File: config.mk
export PLATFORM = sky130hd
export DESIGN_NAME = id_ex_stage_flat
export DESIGN_NICKNAME = d
export VERILOG_FILES = /design/src/rtl/id_ex_stage_pkg.sv /design/src/rtl/id_ex_stage_if.sv /design/src/rtl/id_ex_stage_hazard_detect.sv /design/src/rtl/id_ex_stage.sv /design/src/flat_wrapper.sv
export SDC_FILE = /design/constraint.sdc
export NUM_CORES = 1
export LEC_CHECK = 0
export ABC_AREA = 1
export BUFFER_PORTS_ARGS = -buffer_cell sky130_fd_sc_hd__buf_2
export CAP_MARGIN = 10
export CORE_ASPECT_RATIO = 0.6
export CORE_MARGIN = 4
export CORE_UTILIZATION = 37
export CTS_CLUSTER_SIZE = 25
export DETAILED_ROUTE_END_ITERATION = 8
export HOLD_SLACK_MARGIN = 0.1
export PLACE_DENSITY = 0.8
export SYNTH_ARGS = -nofsm -noshare
export SYNTH_HDL_FRONTEND = slang
export SYNTH_SLANG_ARGS = --single-unit
File: constraint.sdc
create_clock -name clk -period 0.8 [get_ports clk]
set_input_delay 0.16 -clock clk [delete_from_list [all_inputs] [get_ports clk]]
set_output_delay 0.16 -clock clk [all_outputs]
set_load 0.05 [all_outputs]
File: src/rtl/id_ex_stage_pkg.sv
// id_ex_stage_pkg
// Shared definitions for the ID/EX pipeline register slice: default operand and
// register-specifier widths, ALU operation class encodings, and the packed
// control bundle carried from decode into execute.
// No ports (package).
package id_ex_stage_pkg;

  localparam int DATA_W_DEF = 32;
  localparam int REG_W_DEF  = 5;

  typedef enum logic [1:0] {
    ALU_ADD   = 2'b00,
    ALU_SUB   = 2'b01,
    ALU_RTYPE = 2'b10
  } alu_op_e;

  // Decoded control signals that travel together into EX. A value of all
  // zeros is a harmless bubble: nothing is written and memory is untouched.
  typedef struct packed {
    logic    reg_write;
    logic    mem_to_reg;
    logic    mem_read;
    logic    mem_write;
    logic    alu_src;
    logic    reg_dst;
    alu_op_e alu_op;
  } ctrl_t;

endpackage

File: src/rtl/id_ex_stage_if.sv
// id_ex_stage_if
// Bundle of every decode-side input and EX-side output of the ID/EX register.
// Ports of the interface itself: none (parameters DATA_W, REG_W only).
// Modports:
//   master - the decode stage / environment: drives the *_in side, id_valid and
//            flush; observes the *_out side, ex_valid, stall and stall_count.
//   slave  - the ID/EX register itself (reverse directions).
interface id_ex_stage_if
  import id_ex_stage_pkg::*;
#(
  parameter int DATA_W = DATA_W_DEF,
  parameter int REG_W  = REG_W_DEF
);

  logic              id_valid;
  logic              flush;
  logic [DATA_W-1:0] read_data1_in;
  logic [DATA_W-1:0] read_data2_in;
  logic [DATA_W-1:0] sign_extend_in;
  logic [REG_W-1:0]  rs_in;
  logic [REG_W-1:0]  rt_in;
  logic [REG_W-1:0]  rd_in;
  logic              RegWrite_in;
  logic              MemtoReg_in;
  logic              MemRead_in;
  logic              MemWrite_in;
  logic              ALUSrc_in;
  logic              RegDst_in;
  logic [1:0]        ALUOp_in;

  logic [DATA_W-1:0] read_data1_out;
  logic [DATA_W-1:0] read_data2_out;
  logic [DATA_W-1:0] sign_extend_out;
  logic [REG_W-1:0]  rs_out;
  logic [REG_W-1:0]  rt_out;
  logic [REG_W-1:0]  rd_out;
  logic              RegWrite_out;
  logic              MemtoReg_out;
  logic              MemRead_out;
  logic              MemWrite_out;
  logic              ALUSrc_out;
  logic              RegDst_out;
  logic [1:0]        ALUOp_out;
  logic              ex_valid;
  logic              stall;
  logic [15:0]       stall_count;

  modport master (
    output id_valid, flush, read_data1_in, read_data2_in, sign_extend_in,
           rs_in, rt_in, rd_in, RegWrite_in, MemtoReg_in, MemRead_in,
           MemWrite_in, ALUSrc_in, RegDst_in, ALUOp_in,
    input  read_data1_out, read_data2_out, sign_extend_out, rs_out, rt_out,
           rd_out, RegWrite_out, MemtoReg_out, MemRead_out, MemWrite_out,
           ALUSrc_out, RegDst_out, ALUOp_out, ex_valid, stall, stall_count
  );

  modport slave (
    input  id_valid, flush, read_data1_in, read_data2_in, sign_extend_in,
           rs_in, rt_in, rd_in, RegWrite_in, MemtoReg_in, MemRead_in,
           MemWrite_in, ALUSrc_in, RegDst_in, ALUOp_in,
    output read_data1_out, read_data2_out, sign_extend_out, rs_out, rt_out,
           rd_out, RegWrite_out, MemtoReg_out, MemRead_out, MemWrite_out,
           ALUSrc_out, RegDst_out, ALUOp_out, ex_valid, stall, stall_count
  );

endinterface

File: src/rtl/id_ex_stage_hazard_detect.sv
// hazard_detect
// Combinational load-use hazard detector. A load sitting in EX whose
// destination (rt) is read by the instruction in decode forces one stall.
// Ports:
//   id_valid    in  - decode holds a real instruction
//   flush       in  - decode instruction is being squashed
//   ex_valid    in  - EX holds a real instruction
//   ex_mem_read in  - EX instruction is a load
//   ex_rt       in  - EX load destination register
//   id_rs/id_rt in  - decode source registers
//   stall       out - hold PC and IF/ID, insert a bubble
module hazard_detect
  import id_ex_stage_pkg::*;
#(
  parameter int REG_W = REG_W_DEF
) (
  input  logic             id_valid,
  input  logic             flush,
  input  logic             ex_valid,
  input  logic             ex_mem_read,
  input  logic [REG_W-1:0] ex_rt,
  input  logic [REG_W-1:0] id_rs,
  input  logic [REG_W-1:0] id_rt,
  output logic             stall
);

  // Register 0 is hard-wired zero, so a load into it never creates a real
  // dependency. A flushed decode instruction is discarded, so it cannot stall.
  always_comb begin
    stall = id_valid && !flush && ex_valid && ex_mem_read &&
            (ex_rt != '0) && ((ex_rt == id_rs) || (ex_rt == id_rt));
  end

endmodule

File: src/rtl/id_ex_stage.sv
// id_ex_stage
// ID/EX pipeline register with optional load-use hazard detection.
// Build option: define ID_EX_HAZARD_EN to include hazard_detect and the
// saturating stall counter; otherwise stall and stall_count are tied to 0.
// Ports:
//   clk    in - rising-edge clock
//   rst_n  in - synchronous active-low reset
//   bus    id_ex_stage_if.slave - decode inputs, EX outputs, stall status
module id_ex_stage
  import id_ex_stage_pkg::*;
#(
  parameter int DATA_W = DATA_W_DEF,
  parameter int REG_W  = REG_W_DEF
) (
  input  logic         clk,
  input  logic         rst_n,
  id_ex_stage_if.slave bus
);

  logic [DATA_W-1:0] rd1_q, rd2_q, imm_q;
  logic [REG_W-1:0]  rs_q, rt_q, rd_q;
  ctrl_t             ctrl_q, ctrl_in;
  logic              valid_q;
  logic              load_bubble;

  always_comb begin
    ctrl_in = '{reg_write:  bus.RegWrite_in,
                mem_to_reg: bus.MemtoReg_in,
                mem_read:   bus.MemRead_in,
                mem_write:  bus.MemWrite_in,
                alu_src:    bus.ALUSrc_in,
                reg_dst:    bus.RegDst_in,
                alu_op:     alu_op_e'(bus.ALUOp_in)};
  end

  // A bubble is fully zeroed, data included, so EX never sees stale operands.
  assign load_bubble = bus.flush || bus.stall || !bus.id_valid;

  always_ff @(posedge clk) begin
    if (!rst_n || load_bubble) begin
      valid_q <= 1'b0;
      ctrl_q  <= '0;
      rd1_q   <= '0;
      rd2_q   <= '0;
      imm_q   <= '0;
      rs_q    <= '0;
      rt_q    <= '0;
      rd_q    <= '0;
    end else begin
      valid_q <= 1'b1;
      ctrl_q  <= ctrl_in;
      rd1_q   <= bus.read_data1_in;
      rd2_q   <= bus.read_data2_in;
      imm_q   <= bus.sign_extend_in;
      rs_q    <= bus.rs_in;
      rt_q    <= bus.rt_in;
      rd_q    <= bus.rd_in;
    end
  end

`ifdef ID_EX_HAZARD_EN
  logic        hz_stall;
  logic [15:0] stall_count_q;

  hazard_detect #(.REG_W(REG_W)) u_hazard (
    .id_valid    (bus.id_valid),
    .flush       (bus.flush),
    .ex_valid    (valid_q),
    .ex_mem_read (ctrl_q.mem_read),
    .ex_rt       (rt_q),
    .id_rs       (bus.rs_in),
    .id_rt       (bus.rt_in),
    .stall       (hz_stall)
  );

  assign bus.stall = hz_stall;

  // Counter sticks at all-ones instead of wrapping.
  always_ff @(posedge clk) begin
    if (!rst_n) begin
      stall_count_q <= '0;
    end else if (bus.stall && (stall_count_q != 16'hFFFF)) begin
      stall_count_q <= stall_count_q + 16'd1;
    end
  end

  assign bus.stall_count = stall_count_q;
`else
  assign bus.stall       = 1'b0;
  assign bus.stall_count = '0;
`endif

  assign bus.ex_valid        = valid_q;
  assign bus.read_data1_out  = rd1_q;
  assign bus.read_data2_out  = rd2_q;
  assign bus.sign_extend_out = imm_q;
  assign bus.rs_out          = rs_q;
  assign bus.rt_out          = rt_q;
  assign bus.rd_out          = rd_q;
  assign bus.RegWrite_out    = ctrl_q.reg_write;
  assign bus.MemtoReg_out    = ctrl_q.mem_to_reg;
  assign bus.MemRead_out     = ctrl_q.mem_read;
  assign bus.MemWrite_out    = ctrl_q.mem_write;
  assign bus.ALUSrc_out      = ctrl_q.alu_src;
  assign bus.RegDst_out      = ctrl_q.reg_dst;
  assign bus.ALUOp_out       = ctrl_q.alu_op;

endmodule

File: src/flat_wrapper.sv
// flat-port wrapper written by rule: the top's interface ports become plain ports
module id_ex_stage_flat import id_ex_stage_pkg::*;
#(
  parameter int DATA_W = DATA_W_DEF,
  parameter int REG_W  = REG_W_DEF
)
  (clk, rst_n, bus_id_valid, bus_flush, bus_read_data1_in, bus_read_data2_in, bus_sign_extend_in, bus_rs_in, bus_rt_in, bus_rd_in, bus_RegWrite_in, bus_MemtoReg_in, bus_MemRead_in, bus_MemWrite_in, bus_ALUSrc_in, bus_RegDst_in, bus_ALUOp_in, bus_read_data1_out, bus_read_data2_out, bus_sign_extend_out, bus_rs_out, bus_rt_out, bus_rd_out, bus_RegWrite_out, bus_MemtoReg_out, bus_MemRead_out, bus_MemWrite_out, bus_ALUSrc_out, bus_RegDst_out, bus_ALUOp_out, bus_ex_valid, bus_stall, bus_stall_count);
  id_ex_stage_if #(.DATA_W(DATA_W), .REG_W(REG_W)) bus_i ();
  input  logic clk;
  input  logic rst_n;
  input wire logic [$bits(bus_i.id_valid)-1:0] bus_id_valid;
  input wire logic [$bits(bus_i.flush)-1:0] bus_flush;
  input wire logic [$bits(bus_i.read_data1_in)-1:0] bus_read_data1_in;
  input wire logic [$bits(bus_i.read_data2_in)-1:0] bus_read_data2_in;
  input wire logic [$bits(bus_i.sign_extend_in)-1:0] bus_sign_extend_in;
  input wire logic [$bits(bus_i.rs_in)-1:0] bus_rs_in;
  input wire logic [$bits(bus_i.rt_in)-1:0] bus_rt_in;
  input wire logic [$bits(bus_i.rd_in)-1:0] bus_rd_in;
  input wire logic [$bits(bus_i.RegWrite_in)-1:0] bus_RegWrite_in;
  input wire logic [$bits(bus_i.MemtoReg_in)-1:0] bus_MemtoReg_in;
  input wire logic [$bits(bus_i.MemRead_in)-1:0] bus_MemRead_in;
  input wire logic [$bits(bus_i.MemWrite_in)-1:0] bus_MemWrite_in;
  input wire logic [$bits(bus_i.ALUSrc_in)-1:0] bus_ALUSrc_in;
  input wire logic [$bits(bus_i.RegDst_in)-1:0] bus_RegDst_in;
  input wire logic [$bits(bus_i.ALUOp_in)-1:0] bus_ALUOp_in;
  output wire logic [$bits(bus_i.read_data1_out)-1:0] bus_read_data1_out;
  output wire logic [$bits(bus_i.read_data2_out)-1:0] bus_read_data2_out;
  output wire logic [$bits(bus_i.sign_extend_out)-1:0] bus_sign_extend_out;
  output wire logic [$bits(bus_i.rs_out)-1:0] bus_rs_out;
  output wire logic [$bits(bus_i.rt_out)-1:0] bus_rt_out;
  output wire logic [$bits(bus_i.rd_out)-1:0] bus_rd_out;
  output wire logic [$bits(bus_i.RegWrite_out)-1:0] bus_RegWrite_out;
  output wire logic [$bits(bus_i.MemtoReg_out)-1:0] bus_MemtoReg_out;
  output wire logic [$bits(bus_i.MemRead_out)-1:0] bus_MemRead_out;
  output wire logic [$bits(bus_i.MemWrite_out)-1:0] bus_MemWrite_out;
  output wire logic [$bits(bus_i.ALUSrc_out)-1:0] bus_ALUSrc_out;
  output wire logic [$bits(bus_i.RegDst_out)-1:0] bus_RegDst_out;
  output wire logic [$bits(bus_i.ALUOp_out)-1:0] bus_ALUOp_out;
  output wire logic [$bits(bus_i.ex_valid)-1:0] bus_ex_valid;
  output wire logic [$bits(bus_i.stall)-1:0] bus_stall;
  output wire logic [$bits(bus_i.stall_count)-1:0] bus_stall_count;
  assign bus_i.id_valid = bus_id_valid;
  assign bus_i.flush = bus_flush;
  assign bus_i.read_data1_in = bus_read_data1_in;
  assign bus_i.read_data2_in = bus_read_data2_in;
  assign bus_i.sign_extend_in = bus_sign_extend_in;
  assign bus_i.rs_in = bus_rs_in;
  assign bus_i.rt_in = bus_rt_in;
  assign bus_i.rd_in = bus_rd_in;
  assign bus_i.RegWrite_in = bus_RegWrite_in;
  assign bus_i.MemtoReg_in = bus_MemtoReg_in;
  assign bus_i.MemRead_in = bus_MemRead_in;
  assign bus_i.MemWrite_in = bus_MemWrite_in;
  assign bus_i.ALUSrc_in = bus_ALUSrc_in;
  assign bus_i.RegDst_in = bus_RegDst_in;
  assign bus_i.ALUOp_in = bus_ALUOp_in;
  assign bus_read_data1_out = bus_i.read_data1_out;
  assign bus_read_data2_out = bus_i.read_data2_out;
  assign bus_sign_extend_out = bus_i.sign_extend_out;
  assign bus_rs_out = bus_i.rs_out;
  assign bus_rt_out = bus_i.rt_out;
  assign bus_rd_out = bus_i.rd_out;
  assign bus_RegWrite_out = bus_i.RegWrite_out;
  assign bus_MemtoReg_out = bus_i.MemtoReg_out;
  assign bus_MemRead_out = bus_i.MemRead_out;
  assign bus_MemWrite_out = bus_i.MemWrite_out;
  assign bus_ALUSrc_out = bus_i.ALUSrc_out;
  assign bus_RegDst_out = bus_i.RegDst_out;
  assign bus_ALUOp_out = bus_i.ALUOp_out;
  assign bus_ex_valid = bus_i.ex_valid;
  assign bus_stall = bus_i.stall;
  assign bus_stall_count = bus_i.stall_count;
  id_ex_stage #(.DATA_W(DATA_W), .REG_W(REG_W)) u_core (.clk(clk), .rst_n(rst_n), .bus(bus_i));
endmodule
==> Implementation_results.wiki, run 1 <==
{| class="wikitable"
! Metric !! Value
|-
| Outcome || finished, violations left
|-
| Violations in the final reports || negative setup slack
|-
| Vias in the first global route || 4,296
|-
| Overall die area || 12,200 µm²
|-
| Clock tree from TritonCTS || yes
|-
| Internal power contribution || 12.7 mW
|-
| Endpoints failing hold || 0
|-
| Post-route worst hold slack || 0.239 ns
|-
| Final setup fails || 120
|-
| Grt total ovfl || 0
|-
| Number of antenna violations at the first check in global routing || 0
|-
| Post-route antenna net violation count || 0
|-
| Crit start category || flip-flop
|-
| Clock root cell || sky130_fd_sc_hd__clkbuf_16
|-
| Syn Inst Count || 392
|-
| Layout cells sized above 1 || 64.5%
|-
| Crit. End Element || output port
|-
| Startpoint of the tightest hold check path || rst_n
|-
| Final critical-path required period || 1.06 ns
|-
| CP required || 0.64 ns
|-
| Unrepaired setup endpoints after global routing || true
|-
| Clock-pin slew of the registers on the worst-case setup and hold paths || 0.05 ns
|-
| Effective utilization at floorplan || 38.6%
|-
| Predominant post-synthesis flop cell || sky130_fd_sc_hd__dfxtp_1
|-
| HPWL after detailed placement || 7.39 mm
|-
| Maximum fanout along the worst path || 1
|-
| Routed WL per cell || 16.6 µm
|-
| Core box area || 10,000 µm²
|-
| Total number of vias || 3,778
|-
| Part of the cycle the worst path needs || 132%
|-
| Standard-cell rows || 28
|-
| Number of I/O port buffers || 242
|-
| Register bit total from synthesis || 120
|-
| Vias per std cell || 4.12
|-
| Number of top-level pins || 260
|-
| Kind of path behind the tightest hold check || input pin to flip-flop
|-
| Total number of nets in the final design || 892
|-
| Highest ir drop seen on vdd || 1.46 mV
|-
| Inserted Clock Buffers || 17
|-
| Category of the critical setup timing path || flip-flop to output port
|-
| Largest net degree at the start of global routing || 45
|-
| # DRC || 0
|-
| Hold Path Sink || u_core.bus.read_data2_out[25]$_SDFF_PP0_
|-
| Global-route wire length before repair || 22.0 mm
|-
| Async set-or-reset flop fraction in the synthesized netlist || 0%
|-
| Total net switching power || 4.08 mW
|-
| Worst path top cell family by delay || flip-flops
|-
| Final number of max-transition violations || 0
|-
| 1st-iter DRT viols || 139
|-
| Leak || 4.19 nW
|-
| Part of the Yosys area used for sequential elements || 62.1%
|-
| Clock power frac || 47.5%
|-
| Total global-route track usage || 23.5%
|-
| Chain of cells forming the critical path || buf_8
|-
| Total power consumption of the routed design || 16.8 mW
|-
| Worst slack at placement || -0.157 ns
|-
| DP Area || 5170 µm²
|-
| Die width || 140 µm
|-
| Fillers || 497
|-
| Critical Path Max Stage Delay || 0.35 ns
|-
| CP arrival || 0.90 ns
|-
| Multi-input logic area || 776 µm²
|-
| Cell types with the highest counts after synthesis || 121 x sky130_fd_sc_hd__inv_1, 120 x sky130_fd_sc_hd__dfxtp_1, 99 x sky130_fd_sc_hd__nor2_2
|-
| Area of all sequential standard cells || 2550 µm²
|-
| Switching portion of total power || 24.3%
|-
| Iteration count of the initial detailed-routing pass || 4
|-
| Average cell area after synthesis || 9.87 µm²
|-
| Pwr per Cell Area || 2020 nW/µm²
|-
| Bufs and invs on worst path || 1
|-
| Distinct cell type count after synthesis || 9
|-
| Setup slack after layout || -0.257 ns
|-
| Area share of the leading cell type in the synthesized netlist || 62.1%
|-
| Number of enable flip-flop cells after synthesis || 0
|-
| Cell area after layout || 8330 µm²
|-
| Die Ht || 87.2 µm
|-
| Hold path depth || 4
|-
| Placer's final routability congestion estimate || 0.818
|-
| Worst-path cell with the longest stage delay || sky130_fd_sc_hd__dfxtp_2
|-
| Wire length after detailed routing || 15.2 mm
|-
| Portion of total power attributed to sequential cells || 37.5%
|-
| Dominant cells by area after synthesis || sky130_fd_sc_hd__dfxtp_1 62%, sky130_fd_sc_hd__nor2_2 16%, sky130_fd_sc_hd__inv_1 12%
|-
| Most instantiated library cell after synthesis || sky130_fd_sc_hd__inv_1
|-
| Max H-tree Level || 4
|-
| Combined area of all synthesized cells || 3870 µm²
|-
| Final TNS setup || -27.55 ns
|-
| YS warnings || 0
|-
| Area growth from synthesis to layout || 115%
|-
| Max clock buf depth || 2
|-
| Largest area contributor in the synthesized netlist || sky130_fd_sc_hd__dfxtp_1
|-
| Number of clock sinks || 120
|-
| Combinational Power Share || 15.0%
|-
| Maximum clock frequency || 946 MHz
|-
| Max-capacitance violation count || 0
|}
power groups by stage:
stage	sequential, mW	clock, mW	combinational, mW
floorplan	6.88	0	0.617
global placement	6.30	0	1.62
detailed placement	6.31	0	1.64
CTS	6.28	8.07	2.38
global route	6.30	8.40	2.64
finish	6.29	7.97	2.52
worst max-delay path by stage:
stage / startpoint / end / slack, ns / depth (start not counted)
after floorplan: u_core.bus.ALUOp_out[0]$_SDFF_PP0_ / bus_ALUOp_out[0] / 0.05 / 0
after global placement: bus_flush / u_core.bus.read_data1_out[2]$_SDFF_PP0_ / -0.12 / 6
after detailed placement: bus_flush / u_core.bus.read_data1_out[27]$_SDFF_PP0_ / -0.16 / 6
after CTS: u_core.bus.sign_extend_out[2]$_SDFF_PP0_ / bus_sign_extend_out[2] / -0.27 / 1
after global routing: u_core.bus.read_data1_out[11]$_SDFF_PP0_ / bus_read_data1_out[11] / -0.29 / 1
final: u_core.bus.read_data1_out[23]$_SDFF_PP0_ / bus_read_data1_out[23] / -0.26 / 1
what timing repair did:
| item | CTS | global route |
|---|---|---|
| cloned | 0 | 0 |
| hold endpoints to repair | 119 | 0 |
| hold buffers | 119 | 0 |
| gates resized for setup | 452 | 23 |
| setup endpoints to repair | 120 | 120 |
| buffers inserted | 0 | 0 |
layout make-up:
cell class,instances,area share [%]
Antenna cell,1,0.0301
Clock buffer,20,5.48
Clock inverter,12,2.09
Inverter,121,5.45
Multi-Input combinational cell,137,9.32
Sequential cell,120,30.7
Tap cell,135,2.03
Timing Repair Buffer,372,44.9
through the flow:
step | util, % | std cells
finish | 83.1 | 918
global route | 83.1 | 917
CTS | 82.2 | 917
detailed placement | 51.6 | 766
global placement | 51.6 | 766
floorplan | - | 408
layout by cell type (no fill, tap or decap), drive strengths merged:
cell type and count:
clkbuf 20, dlygate4sd3 119, conb 17, nand3 1, bufinv 4, nor2 119
inv 121, clkinv 4, buf 253, dfxtp 120, clkinvlp 4, diode 1
registers in the layout, summed over array words and instances (netlist names):
register                    count
u_core.bus.read_data1_out      32
u_core.bus.read_data2_out      32
u_core.bus.sign_extend_out     32
u_core.bus.rd_out               5
u_core.bus.rs_out               5
u_core.bus.rt_out               5
u_core.bus.ALUOp_out            2
u_core.bus.ALUSrc_out           1
u_core.bus.MemRead_out          1
u_core.bus.MemWrite_out         1
u_core.bus.MemtoReg_out         1
u_core.bus.RegDst_out           1
u_core.bus.RegWrite_out         1
u_core.bus.ex_valid             1
layer usage:
metal / vias up / global-route usage [%] / wire, µm / part of all wire, %
met1: 1735 / 23.7 / 5080 / 33
met5: - / 0 / 0 / 0
met3: 45 / 9.71 / 1550 / 10
met2: 218 / 43.6 / 8090 / 53
met4: 0 / 9.67 / 517 / 3.4
li1: 1780 / - / - / -
logic make-up (layout without fill, tap and decap cells):
| logic type | Yosys count | in the layout | synth area share [%] |
|---|---|---|---|
| flip-flops | 120 | 120 | 62.1 |
| AND/OR/NAND/NOR | 120 | 120 | 18.2 |
| other | 1 | 18 | 0.0970 |
| buffers and inverters | 151 | 525 | 19.6 |
No activity file was read; power rests on OpenSTA's default activity.
==> run 2: changes to the inputs <==
- ABC_AREA: 1 -> default
- CORE_UTILIZATION: 37 -> 38
- PLACE_DENSITY: 0.8 -> 0.81
==> run 2 against run 1 <==
- the flow still finishes with violations (negative setup slack)
- core utilization down 0.75 points
- die area is 1.4% higher
- total power shrank 0.51%
- largest cell class unchanged
- highest routed layer unchanged
==> Implementation_results.wiki, run 2 <==
{| class="wikitable"
! Metric !! Value
|-
| Post-route antenna net violation count || 0
|-
| Wire length after detailed routing || 15.5 mm
|-
| Fillers || 494
|-
| HPWL after detailed placement || 7.83 mm
|-
| Final critical-path required period || 1.05 ns
|-
| Kind of path behind the tightest hold check || input pin to flip-flop
|-
| Number of cells in the finished layout apart from fillers || 792
|-
| Average cell area after synthesis || 13.6 µm²
|-
| Commonest non-fill, non-tap cell in the layout || sky130_fd_sc_hd__buf_2
|-
| Layout cells sized above 1 || 60.5%
|-
| Highest ir drop seen on vdd || 1.53 mV
|-
| Part of the cycle the worst path needs || 131%
|-
| Worst-path cell with the longest stage delay || sky130_fd_sc_hd__dfxtp_2
|-
| Worst slack at placement || -0.0914 ns
|-
| Maximum fanout along the worst path || 1
|-
| Startpoint of the tightest hold check path || rst_n
|-
| Hold Path Sink || u_core.bus.read_data2_out[29]$_SDFF_PP0_
|-
| Effective utilization at floorplan || 39.9%
|-
| Finished Core Util || 82.4%
|-
| Dominant cells by area after synthesis || sky130_fd_sc_hd__dfxtp_1 60%, sky130_fd_sc_hd__and4b_1 30%, sky130_fd_sc_hd__buf_8 3.7%
|-
| Unrepaired setup endpoints after global routing || true
|-
| Violations in the final reports || negative setup slack
|-
| CP arrival || 0.89 ns
|-
| Cell types with the highest counts after synthesis || 120 x sky130_fd_sc_hd__dfxtp_1, 119 x sky130_fd_sc_hd__and4b_1, 24 x sky130_fd_sc_hd__buf_2
|-
| Endpoints failing hold || 0
|-
| Max-capacitance violation count || 0
|-
| Overall die area || 12,400 µm²
|-
| Distinct cell type count after synthesis || 9
|-
| Buffers inserted by post-CTS timing repair || 0
|-
| Vias per std cell || 4.81
|-
| Total power consumption of the routed design || 16.7 mW
|-
| CP required || 0.64 ns
|-
| Predominant post-synthesis flop cell || sky130_fd_sc_hd__dfxtp_1
|-
| Core box area || 10,100 µm²
|-
| Clock-pin slew of the registers on the worst-case setup and hold paths || 0.05 ns
|-
| Area growth from synthesis to layout || 106%
|-
| Post-route worst hold slack || 0.307 ns
|-
| Clock tree from TritonCTS || yes
|-
| Max clock buf depth || 2
|-
| Placer's final routability congestion estimate || 0.819
|-
| # DRC || 0
|-
| Largest area contributor in the synthesized netlist || sky130_fd_sc_hd__dfxtp_1
|-
| Largest net degree at the start of global routing || 65
|-
| Die width || 141 µm
|-
| Cell area after layout || 8310 µm²
|-
| Part of the Yosys area used for sequential elements || 59.6%
|-
| Inserted Clock Buffers || 17
|-
| Number of antenna violations at the first check in global routing || 0
|-
| Chain of cells forming the critical path || buf_6
|-
| Vias in the first global route || 4,238
|-
| Max H-tree Level || 4
|-
| Total global-route track usage || 24.7%
|-
| Async set-or-reset flop fraction in the synthesized netlist || 0%
|-
| Bufs and invs on worst path || 1
|-
| Combined area of all synthesized cells || 4030 µm²
|-
| Die Ht || 87.8 µm
|-
| Syn Inst Count || 297
|-
| Grt total ovfl || 0
|-
| Worst path top cell family by delay || flip-flops
|-
| Final TNS setup || -27.58 ns
|-
| Final number of max-transition violations || 0
|-
| Most instantiated library cell after synthesis || sky130_fd_sc_hd__dfxtp_1
|-
| DP Area || 5190 µm²
|-
| Total number of nets in the final design || 767
|-
| Clock root cell || sky130_fd_sc_hd__clkbuf_16
|-
| Hold path depth || 3
|-
| Cell Count Post-Placement || 641
|-
| YS warnings || 0
|-
| Number of top-level pins || 260
|-
| Crit start category || flip-flop
|-
| Number of enable flip-flop cells after synthesis || 0
|-
| Number of clock sinks || 120
|-
| Routed WL per cell || 19.5 µm
|-
| Leak || 4.01 nW
|-
| Commonest cells after routing, fill and taps aside || 122 x sky130_fd_sc_hd__buf_2, 120 x sky130_fd_sc_hd__dfxtp_2, 119 x sky130_fd_sc_hd__and4b_1, 119 x sky130_fd_sc_hd__dlygate4sd3_1, 111 x sky130_fd_sc_hd__buf_8
|-
| Outcome || finished, violations left
|-
| Total number of vias || 3,811
|-
| Iteration count of the initial detailed-routing pass || 4
|-
| Crit. End Element || output port
|-
| Number of I/O port buffers || 242
|-
| Register bit total from synthesis || 120
|-
| Area share of the leading cell type in the synthesized netlist || 59.6%
|-
| Standard-cell rows || 28
|-
| Global-route wire length before repair || 23.4 mm
|-
| Pwr per Cell Area || 2010 nW/µm²
|-
| Category of the critical setup timing path || flip-flop to output port
|-
| 1st-iter DRT viols || 151
|-
| Final setup fails || 120
|-
| Setup slack after layout || -0.250 ns
|-
| Critical Path Max Stage Delay || 0.34 ns
|-
| Maximum clock frequency || 952 MHz
|}
==> run 2: cell types whose count changed after synthesis, sizes merged <==
cell / before / now
buf: 30 / 52
clkbuf: 0 / 4
and3b: 0 / 1
nand3: 1 / 0
nor2: 119 / 0
and4b: 0 / 119
inv: 121 / 0
==> run 2: worst max path at each step <==
stage / startpoint / end / slack [ns] / cells after the start
4_1_cts: u_core.bus.sign_extend_out[7]$_SDFF_PP0_ / bus_sign_extend_out[7] / -0.26 / 1
2_1_floorplan: u_core.bus.ALUOp_out[0]$_SDFF_PP0_ / bus_ALUOp_out[0] / 0.05 / 0
3_5_place_dp: bus_flush / u_core.bus.read_data2_out[8]$_SDFF_PP0_ / -0.09 / 3
3_3_place_gp: bus_flush / u_core.bus.read_data2_out[4]$_SDFF_PP0_ / -0.06 / 3
5_1_grt: u_core.bus.read_data2_out[1]$_SDFF_PP0_ / bus_read_data2_out[1] / -0.29 / 1
6_report: u_core.bus.read_data2_out[12]$_SDFF_PP0_ / bus_read_data2_out[12] / -0.25 / 1
==> run 2: layer usage <==
metal	vias to the layer above	wire length (µm)	GRT usage (%)
met5	-	0	0
met4	0	291	9.06
met3	26	1400	10.4
met2	183	8180	45.7
met1	1817	5580	25.4
li1	1785	-	-
==> run 2: timing repair <==
item | in CTS | in global routing
setup endpoints to repair | 120 | 120
endpoints found under the hold margin | 118 | 1
pin swaps | 0 | 0
hold buffers | 118 | 1
gates resized for setup | 458 | 13
==> run 2: report_power, final <==
| part | internal, mW | total, mW | switching (mW) | leakage, nW |
|---|---|---|---|---|
| sequential | 6.18 | 6.29 | 0.111 | 1.03 |
| clock | 5.34 | 7.89 | 2.55 | 0.300 |
| combinational | 1.21 | 2.52 | 1.30 | 2.67 |
==> run 2: cell families (layout without fill, tap and decap cells) <==
logic type	after synthesis	after routing	synth area share (%)
buffers and inverters	56	399	10.5
DFF	120	120	59.6
other	1	18	0.0930
and+or+nand+nor	120	120	29.8
==> run 2: area by class of cell <==
cell class                 instances  area, µm²  area share (%)
timing repair buffer             368       3710            44.6
sequential                       120       2550            30.7
multi-input combinational        137       1260            15.2
clock buffer                      22        464            5.59
tap                              135        169            2.03
clock inverter                     9        148            1.78
antenna                            1       2.50          0.0301
